`config.mk`:
```
export PLATFORM = sky130hd
export DESIGN_NAME = mips_mem_arbiter
export DESIGN_NICKNAME = d
export VERILOG_FILES = /design/src/rtl/mips_mem_arbiter.sv
export SDC_FILE = /design/constraint.sdc
export NUM_CORES = 1
export LEC_CHECK = 0
export CAP_MARGIN = 30
export CORE_AREA = 2 2 117 119
export CTS_CLUSTER_DIAMETER = 100
export DETAILED_ROUTE_END_ITERATION = 8
export DIE_AREA = 0 0 119 121
export PLACE_DENSITY = 0.62
export REMOVE_ABC_BUFFERS = 1
export SETUP_SLACK_MARGIN = 0.3
export SLEW_MARGIN = 20
export SYNTH_ARGS = -nofsm -noshare
export SYNTH_HDL_FRONTEND = slang
export SYNTH_SLANG_ARGS = --single-unit
```
`constraint.sdc`:
```
create_clock -name clk -period 1.8 [get_ports clk]
set_input_delay 0.18 -clock clk [delete_from_list [all_inputs] [get_ports clk]]
set_output_delay 0.18 -clock clk [all_outputs]
set_load 0.01 [all_outputs]
```
`src/rtl/mips_mem_arbiter.sv`:
```
// Two-port arbiter in front of the single-port MIPS unified memory.
// Port 0 has fixed priority, a starvation counter bounds port 1's wait, and read data is tagged back to the issuing port.
module mips_mem_arbiter #(
  parameter int ADDR_WIDTH = 32,
  parameter int DATA_WIDTH = 32,
  parameter int RD_LATENCY = 1,
  parameter int MAX_BURST  = 4
) (
  input  logic                  clk,
  input  logic                  rst_n,
  input  logic                  m0_req,
  input  logic                  m0_we,
  input  logic [ADDR_WIDTH-1:0] m0_addr,
  input  logic [DATA_WIDTH-1:0] m0_wdata,
  output logic                  m0_gnt,
  output logic                  m0_rvalid,
  output logic [DATA_WIDTH-1:0] m0_rdata,
  input  logic                  m1_req,
  input  logic                  m1_we,
  input  logic [ADDR_WIDTH-1:0] m1_addr,
  input  logic [DATA_WIDTH-1:0] m1_wdata,
  output logic                  m1_gnt,
  output logic                  m1_rvalid,
  output logic [DATA_WIDTH-1:0] m1_rdata,
  output logic [ADDR_WIDTH-1:0] mem_addr,
  output logic [DATA_WIDTH-1:0] mem_wdata,
  output logic                  mem_we,
  input  logic [DATA_WIDTH-1:0] mem_rdata
);

  generate
    if (RD_LATENCY < 1 || RD_LATENCY > 4) begin : g_bad_latency
      $error("mips_mem_arbiter: RD_LATENCY must be in 1..4");
    end
    if (MAX_BURST < 1 || MAX_BURST > 15) begin : g_bad_burst
      $error("mips_mem_arbiter: MAX_BURST must be in 1..15");
    end
  endgenerate

  localparam logic [3:0] BURST_LIM = 4'(MAX_BURST);

  logic [3:0]            starve_cnt;
  logic                  rd_issue;
  logic                  rd_port;
  logic [RD_LATENCY-1:0] pipe_vld;
  logic [RD_LATENCY-1:0] pipe_port;
  logic                  ret_vld;
  logic                  ret_port;

  // Grants are gated by rst_n so nothing reaches memory while reset is held.
  always_comb begin
    m0_gnt = 1'b0;
    m1_gnt = 1'b0;
    if (rst_n) begin
      if (m0_req && m1_req) begin
        m1_gnt = (starve_cnt == BURST_LIM);
        m0_gnt = !m1_gnt;
      end else begin
        m0_gnt = m0_req;
        m1_gnt = m1_req;
      end
    end
  end

  always_comb begin
    mem_we    = 1'b0;
    mem_addr  = '0;
    mem_wdata = '0;
    if (m0_gnt) begin
      mem_we    = m0_we;
      mem_addr  = m0_addr;
      mem_wdata = m0_wdata;
    end else if (m1_gnt) begin
      mem_we    = m1_we;
      mem_addr  = m1_addr;
      mem_wdata = m1_wdata;
    end
  end

  always_ff @(posedge clk or negedge rst_n) begin
    if (!rst_n) begin
      starve_cnt <= 4'd0;
    end else if (!m1_req || m1_gnt) begin
      starve_cnt <= 4'd0;
    end else if (m0_gnt && starve_cnt != BURST_LIM) begin
      starve_cnt <= starve_cnt + 4'd1;
    end
  end

  assign rd_issue = (m0_gnt && !m0_we) || (m1_gnt && !m1_we);
  assign rd_port  = m1_gnt;

  generate
    if (RD_LATENCY == 1) begin : g_pipe_single
      always_ff @(posedge clk or negedge rst_n) begin
        if (!rst_n) begin
          pipe_vld  <= '0;
          pipe_port <= '0;
        end else begin
          pipe_vld  <= rd_issue;
          pipe_port <= rd_port;
        end
      end
    end else begin : g_pipe_multi
      always_ff @(posedge clk or negedge rst_n) begin
        if (!rst_n) begin
          pipe_vld  <= '0;
          pipe_port <= '0;
        end else begin
          pipe_vld  <= {pipe_vld[RD_LATENCY-2:0], rd_issue};
          pipe_port <= {pipe_port[RD_LATENCY-2:0], rd_port};
        end
      end
    end
  endgenerate

  assign ret_vld  = pipe_vld[RD_LATENCY-1];
  assign ret_port = pipe_port[RD_LATENCY-1];

  // Read data is steered only to the tagged port; the other port sees zero.
  assign m0_rvalid = ret_vld && !ret_port;
  assign m1_rvalid = ret_vld && ret_port;
  assign m0_rdata  = m0_rvalid ? mem_rdata : '0;
  assign m1_rdata  = m1_rvalid ? mem_rdata : '0;

endmodule

```
==> results.toml, run 1 <==
[status]
status = "finished, violations left"
violations = "setup timing"

[clocking]
cts_buffers = 3
tritoncts = "yes"
clock_latency_ns = 0.22
clockRootBuffer = "clkbuf_16"
path_clk_slew_ns = 0.03
cts_htree_levels = 1
cts.sinks = 6
cts_buffer_depth = 2

[yosys]
synth.area.top_cells = "a22o_1 (40%), and2_1 (14%), and3_1 (14%)"
synth.largest_area_cell = "a22o_1"
yosysSeqAreaShare_pct = 10.5
syn_area_mm2 = 0.00143
synth.top_cell.area_share_pct = 40.4
ys.warnings.count = 0
ys_ff_latch = 6
synth_cell_types = 20
synth_cells = 186
avgSynthCellArea_um2 = 7.69

[global_routing]
grt_use_met2_pct = 30.1
grt.overflow.total = 0
grt-busiest-layer = "met2"
grt_pass1_wl_um = 17000
use_met1_pct = 14.7
antenna_found_initial = 0
grt_max_degree = 28
grt_usage_pct = 15.0
grt_pass1_vias = 2939
grt_use_met3_pct = 6.39

[place]
dp_slack_ns = -0.381
gp_congestion = 0.835
dpl.hpwl_um = 9600
portBuffers = 298
dp_cells = 654
placed_area_mm2 = 0.00468

[floorplan]
core_region_area_mm2 = 0.0131
top_level_ports = 299
start_util_pct = 10.9
fp.dieW_um = 119
dieArea_mm2 = 0.0144
dieHeight_um = 121
rows = 42

[detailed_routing]
wl_per_cell_um = 18.1
vias_per_cell = 4.27
firstDrtPassIters = 6
via_count = 2941
drc = 0
drt_first_iter_violations = 60
ant_nets = 0
wl_um = 12400

[setup_path]
cp.required_ns = 1.62
reg2reg_from = "starve_cnt[0]"
cp-start-kind = "flop"
crit_type = "flop to output port"
worst-path-max-fanout = 6
arrival_ns = 1.83
reg2reg_depth = 6
regToRegSetupSlack_ns = 0.27
critPathLaunch = "starve_cnt[0]"
crit_path_end_kind = "output port"
r2r-end = "pipe_vld"

[power]
power_mw = 1.56
vdd_drop_max_v = 0.000275
p_leak_nw = 2.45
powerDensity_mw_per_mm2 = 304

[worst_hold_path]
hp-class = "input pin to async pin"

[sta]
rsz0062_at_grt = "yes"
tightest_slew_ns = 0.265
slew_violations = 0
post-route-period-util_pct = 112
slew_headroom_pct = 82.3
fmax_mhz = 497
setup_viol = 65
hold_ws_ns = 0.341
hold_viol_final = 0
fin_worst_skew_ns = 0.0000839
setup-tns-final_ns = -9.72
fin_ws_ns = -0.211
period_minus_slack_ns = 2.01

[job]
maxCapViolations = 0

[layout]
final_cells = 689
area_growth_pct = 258
final_util_pct = 39.1
n_fill_cell = 1293
seqCellArea_um2 = 153
drive_gt1_share_pct = 46.8
multiInputGateArea_mm2 = 0.00133
design_area_mm2 = 0.00511
diodes = 0
nets = 683
-- critical path, stage by stage, from the launching register on --
cell      delay (ns)
dfrtp_1         0.38
inv_2           0.08
ha_4            0.14
nand3b_4        0.10
o211a_4         0.29
buf_6           0.13
buf_6           0.11
a22o_1          0.22
buf_2           0.15
-- per-layer routing --
layer	part of all wire (%)	vias up
met4	1.7	0
met3	11	15
met2	54	203
li1	-	1370
met5	0	-
met1	33	1353
-- worst max path at each step --
stage | to | slack [ns]
final | mem_addr[25] | -0.21
after global routing | mem_addr[28] | -0.25
after CTS | mem_addr[25] | -0.29
after detailed placement | mem_wdata[16] | -0.38
after global placement | mem_wdata[12] | -0.39
after floorplan | mem_addr[0] | -0.92
-- logic make-up (layout without fill, tap and decap cells) --
kind of cell | Yosys count | count (layout) | synth area share [%]
AOI/OAI and AO/OA | 72 | 72 | 43.7
xor gates and xnor gates | 1 | 1 | 0.613
adders and majority gates | 2 | 2 | 1.75
buffers and inverters | 29 | 356 | 10.2
DFF | 6 | 6 | 10.5
and+or+nand+nor | 76 | 76 | 33.2
-- layout make-up --
cell class | instances | area share [%]
inverters | 6 | 0.440
multi-input cells | 151 | 26.1
well taps | 176 | 4.31
flip-flops and latches | 6 | 2.99
repair buffers | 347 | 64.7
clock buffers | 3 | 1.47
-- where the power goes --
| part | leakage, nW | switching (mW) | total (mW) | internal [mW] |
|---|---|---|---|---|
| clock | 0.0370 | 0.0697 | 0.354 | 0.285 |
| combinational | 2.34 | 0.373 | 1.06 | 0.685 |
| sequential | 0.0789 | 0.00380 | 0.144 | 0.140 |
-- sequential cells by signal (all words and copies together), names as in the netlist --
name        cells
pipe_port       1
pipe_vld        1
starve_cnt      4
-- placed cells by master, fill, tap and decap left out, types with 3 or more instances in the layout --
master	instances
buf_6	76
a22o_1	63
buf_8	3
a22o_4	3
buf_2	57
and2_4	31
clkbuf_2	20
and3_4	12
buf_12	5
inv_1	4
clkdlybuf4s50_1	165
clkbuf_16	5
nand2_1	5
and3_1	21
buf_4	15
buf_16	4
dfrtp_1	4
-- synthesized netlist by cell type, drive strengths merged --
master / instances
o211a: 1
o21ai: 2
nand3b: 1
clkbuf: 11
inv: 6
xor2: 1
nand3: 2
dfrtp: 6
and3: 33
a21oi: 1
buf: 12
nand2: 5
o311ai: 1
a22o: 66
ha: 2
nor2b: 2
and2: 33
a32o: 1
-- what timing repair did --
item | in CTS | in global routing
resized for setup | 462 | 192
setup endpoints to repair | 134 | 133
cloned | 8 | 2
pin swaps | 13 | 24
setup buffers | 15 | 7
hold buffers | 0 | 0
(Power assumes the default switching activity.)
==> run 2: changes to the inputs <==
--- a/config.mk
+++ b/config.mk
@@ -8,7 +8,8 @@
 export CAP_MARGIN = 30
-export CORE_AREA = 2 2 117 119
+export CELL_PAD_IN_SITES_DETAIL_PLACEMENT = 0
+export CELL_PAD_IN_SITES_GLOBAL_PLACEMENT = 1
+export CORE_UTILIZATION = 10
 export CTS_CLUSTER_DIAMETER = 100
 export DETAILED_ROUTE_END_ITERATION = 8
-export DIE_AREA = 0 0 119 121
-export PLACE_DENSITY = 0.62
+export PLACE_DENSITY = 0.91
 export REMOVE_ABC_BUFFERS = 1
==> constraint.sdc (replaced) <==
create_clock -name clk -period 1.8 [get_ports clk]
set_input_delay 0.36 -clock clk [delete_from_list [all_inputs] [get_ports clk]]
set_output_delay 0.36 -clock clk [all_outputs]
set_load 0.01 [all_outputs]
==> results.toml, run 2 (synthesized netlist as in run 1, its figures left out) <==
[place]
placed_area_mm2 = 0.00469
dpl.hpwl_um = 9010
gp_congestion = 0.910
portBuffers = 298

[sta]
period_minus_slack_ns = 2.27
rsz0062_at_grt = "yes"
fin_worst_skew_ns = 0.000778
post-route-period-util_pct = 126
fin_ws_ns = -0.468
slew_violations = 0
slew_headroom_pct = 81.7
fmax_mhz = 441
setup_viol = 112
tightest_slew_ns = 0.275
hold_viol_final = 0
setup-tns-final_ns = -31.84

[layout]
nets = 706
largest_reg_flops = 4
design_area_mm2 = 0.00588
top_register = "starve_cnt"
drive_gt1_share_pct = 52.6
n_fill_cell = 1297
final_util_pct = 42.2
final_common_cell = "clkdlybuf4s50_1"
diodes = 0
final_cell_mix = "clkdlybuf4s50_1 (164), buf_6 (111), a22o_1 (64)"
top_regs = "starve_cnt: 4 flops, pipe_port: 1 flops, pipe_vld: 1 flops"
area_growth_pct = 311

[power]
p_int_mw = 1.21
vdd_drop_max_v = 0.000211
power_mw = 1.70
pwr-share-clk_pct = 21.3
p_sw_uw = 497
pwr-share-seq_pct = 8.4
p_leak_nw = 2.68
combPwrFrac_pct = 70.3
powerDensity_mw_per_mm2 = 290
swShare_pct = 29.2

[job]
maxCapViolations = 0

[detailed_routing]
vias_per_cell = 4.27
wl_per_cell_um = 19.3
drt_first_iter_violations = 79
ant_nets = 0
wl_um = 13800
via_count = 3056
drc = 0
firstDrtPassIters = 4

[setup_path]
r2r-end = "pipe_vld"
path_cells = "inv_1 > ha_2 > nand3b_4 > buf_6 > a21oi_4 > buf_6 > buf_12 > clkbuf_16 > a22o_1 > buf_6"
reg2reg_depth = 10
regToRegSetupSlack_ns = 0.08
worst_path_most_repeated_cell = "buf_6"
reg2reg_from = "starve_cnt[1]"
crit_path_end_kind = "output port"
cp.required_ns = 1.44
crit_type = "flop to output port"
crit_path_top_delay_cell = "dfrtp_1"
worst-path-max-fanout = 5
slowest_delay_ns = 0.36
arrival_ns = 1.91
crit_family = "buffers and inverters"
cp-start-kind = "flop"
cp.buffers_inverters = 6

[clocking]
tritoncts = "yes"
path_clk_slew_ns = 0.03
cts_htree_levels = 1
clock_latency_ns = 0.23
cts_buffer_depth = 2
clockRootBuffer = "clkbuf_16"
cts.sinks = 6
cts_buffers = 3
hold_buffers = 0

[floorplan]
top_level_ports = 299
dieHeight_um = 122
dieArea_mm2 = 0.0148
rows = 43
start_util_pct = 10.3
fp.dieW_um = 122
core_region_area_mm2 = 0.0139

[status]
violations = "setup timing"
status = "finished, violations left"

[global_routing]
grt_pass1_wl_um = 17700
grt_usage_pct = 15.9
grt_max_degree = 36
antenna_found_initial = 0
grt_pass1_vias = 2892
grt.overflow.total = 0

[worst_hold_path]
hp-class = "input pin to async pin"
-- run 2: worst register-to-register path, cell delays in order, from the launching register on --
cell	delay, ns
dfrtp_1	0.36
inv_1	0.06
ha_2	0.19
nand3b_4	0.10
buf_6	0.14
a21oi_4	0.19
buf_6	0.18
buf_16	0.14
buf_6	0.10
buf_6	0.08
a22o_1	0.10
-- run 2: power by group through the flow --
stage               registers, mW  logic (mW)  clock network (mW)
floorplan                   0.152       0.227                   0
global placement            0.143       0.943                   0
detailed placement          0.143       0.954                   0
CTS                         0.143        1.06               0.369
global route                0.143        1.26               0.375
finish                      0.143        1.20               0.364
-- run 2: worst max path at each step --
stage	slack (ns)	to	startpoint	cells past startpoint
detailed placement	-0.79	mem_addr[22]	m1_req	6
floorplan	-1.10	mem_addr[0]	starve_cnt[0]	5
global placement	-0.80	mem_addr[22]	m1_req	6
global route	-0.55	mem_addr[11]	starve_cnt[1]	10
CTS	-0.53	mem_addr[26]	starve_cnt[0]	7
finish	-0.47	mem_addr[11]	starve_cnt[1]	10
-- run 2: repair_timing --
action	4_1_cts	5_1_grt
gates cloned	11	10
setup buffers	30	7
resized for setup	602	139
pin swaps	6	32
hold endpoints to repair	0	0
endpoints found under the setup margin	135	138
-- run 2: per-layer routing --
metal / global-route usage, % / part of all wire, %
met5: 0 / 0
met4: 2.78 / 2.1
met3: 2.67 / 7.5
met2: 31.7 / 54
met1: 17.4 / 37
-- run 2: metrics by stage --
| stage | worst slack (ns) | hold WS, ns | cells |
|---|---|---|---|
| after global placement | -0.799 | 0.519 | 655 |
| after CTS | -0.535 | 0.523 | 699 |
| final | -0.468 | 0.143 | 716 |
| after detailed placement | -0.791 | 0.543 | 655 |
| after global routing | -0.550 | 0.170 | 716 |
| after floorplan | -1.10 | 0.0644 | 163 |
-- run 2: area by class of cell --
type                    instances  area [um2]  area share (%)
clock buffers                   3        75.1            1.28
multi-input cells             151        1430            24.2
flip-flops and latches          6         151            2.57
well taps                     180         225            3.83
repair buffers                370        3980            67.7
inverters                       6        22.5           0.383
==> run 3: changes to the inputs <==
- CAP_MARGIN: 30 -> default
- SLEW_MARGIN: 20 -> 25
==> results of run 3 <==
Final layout, timing and power as in run 2 (identical DEF).
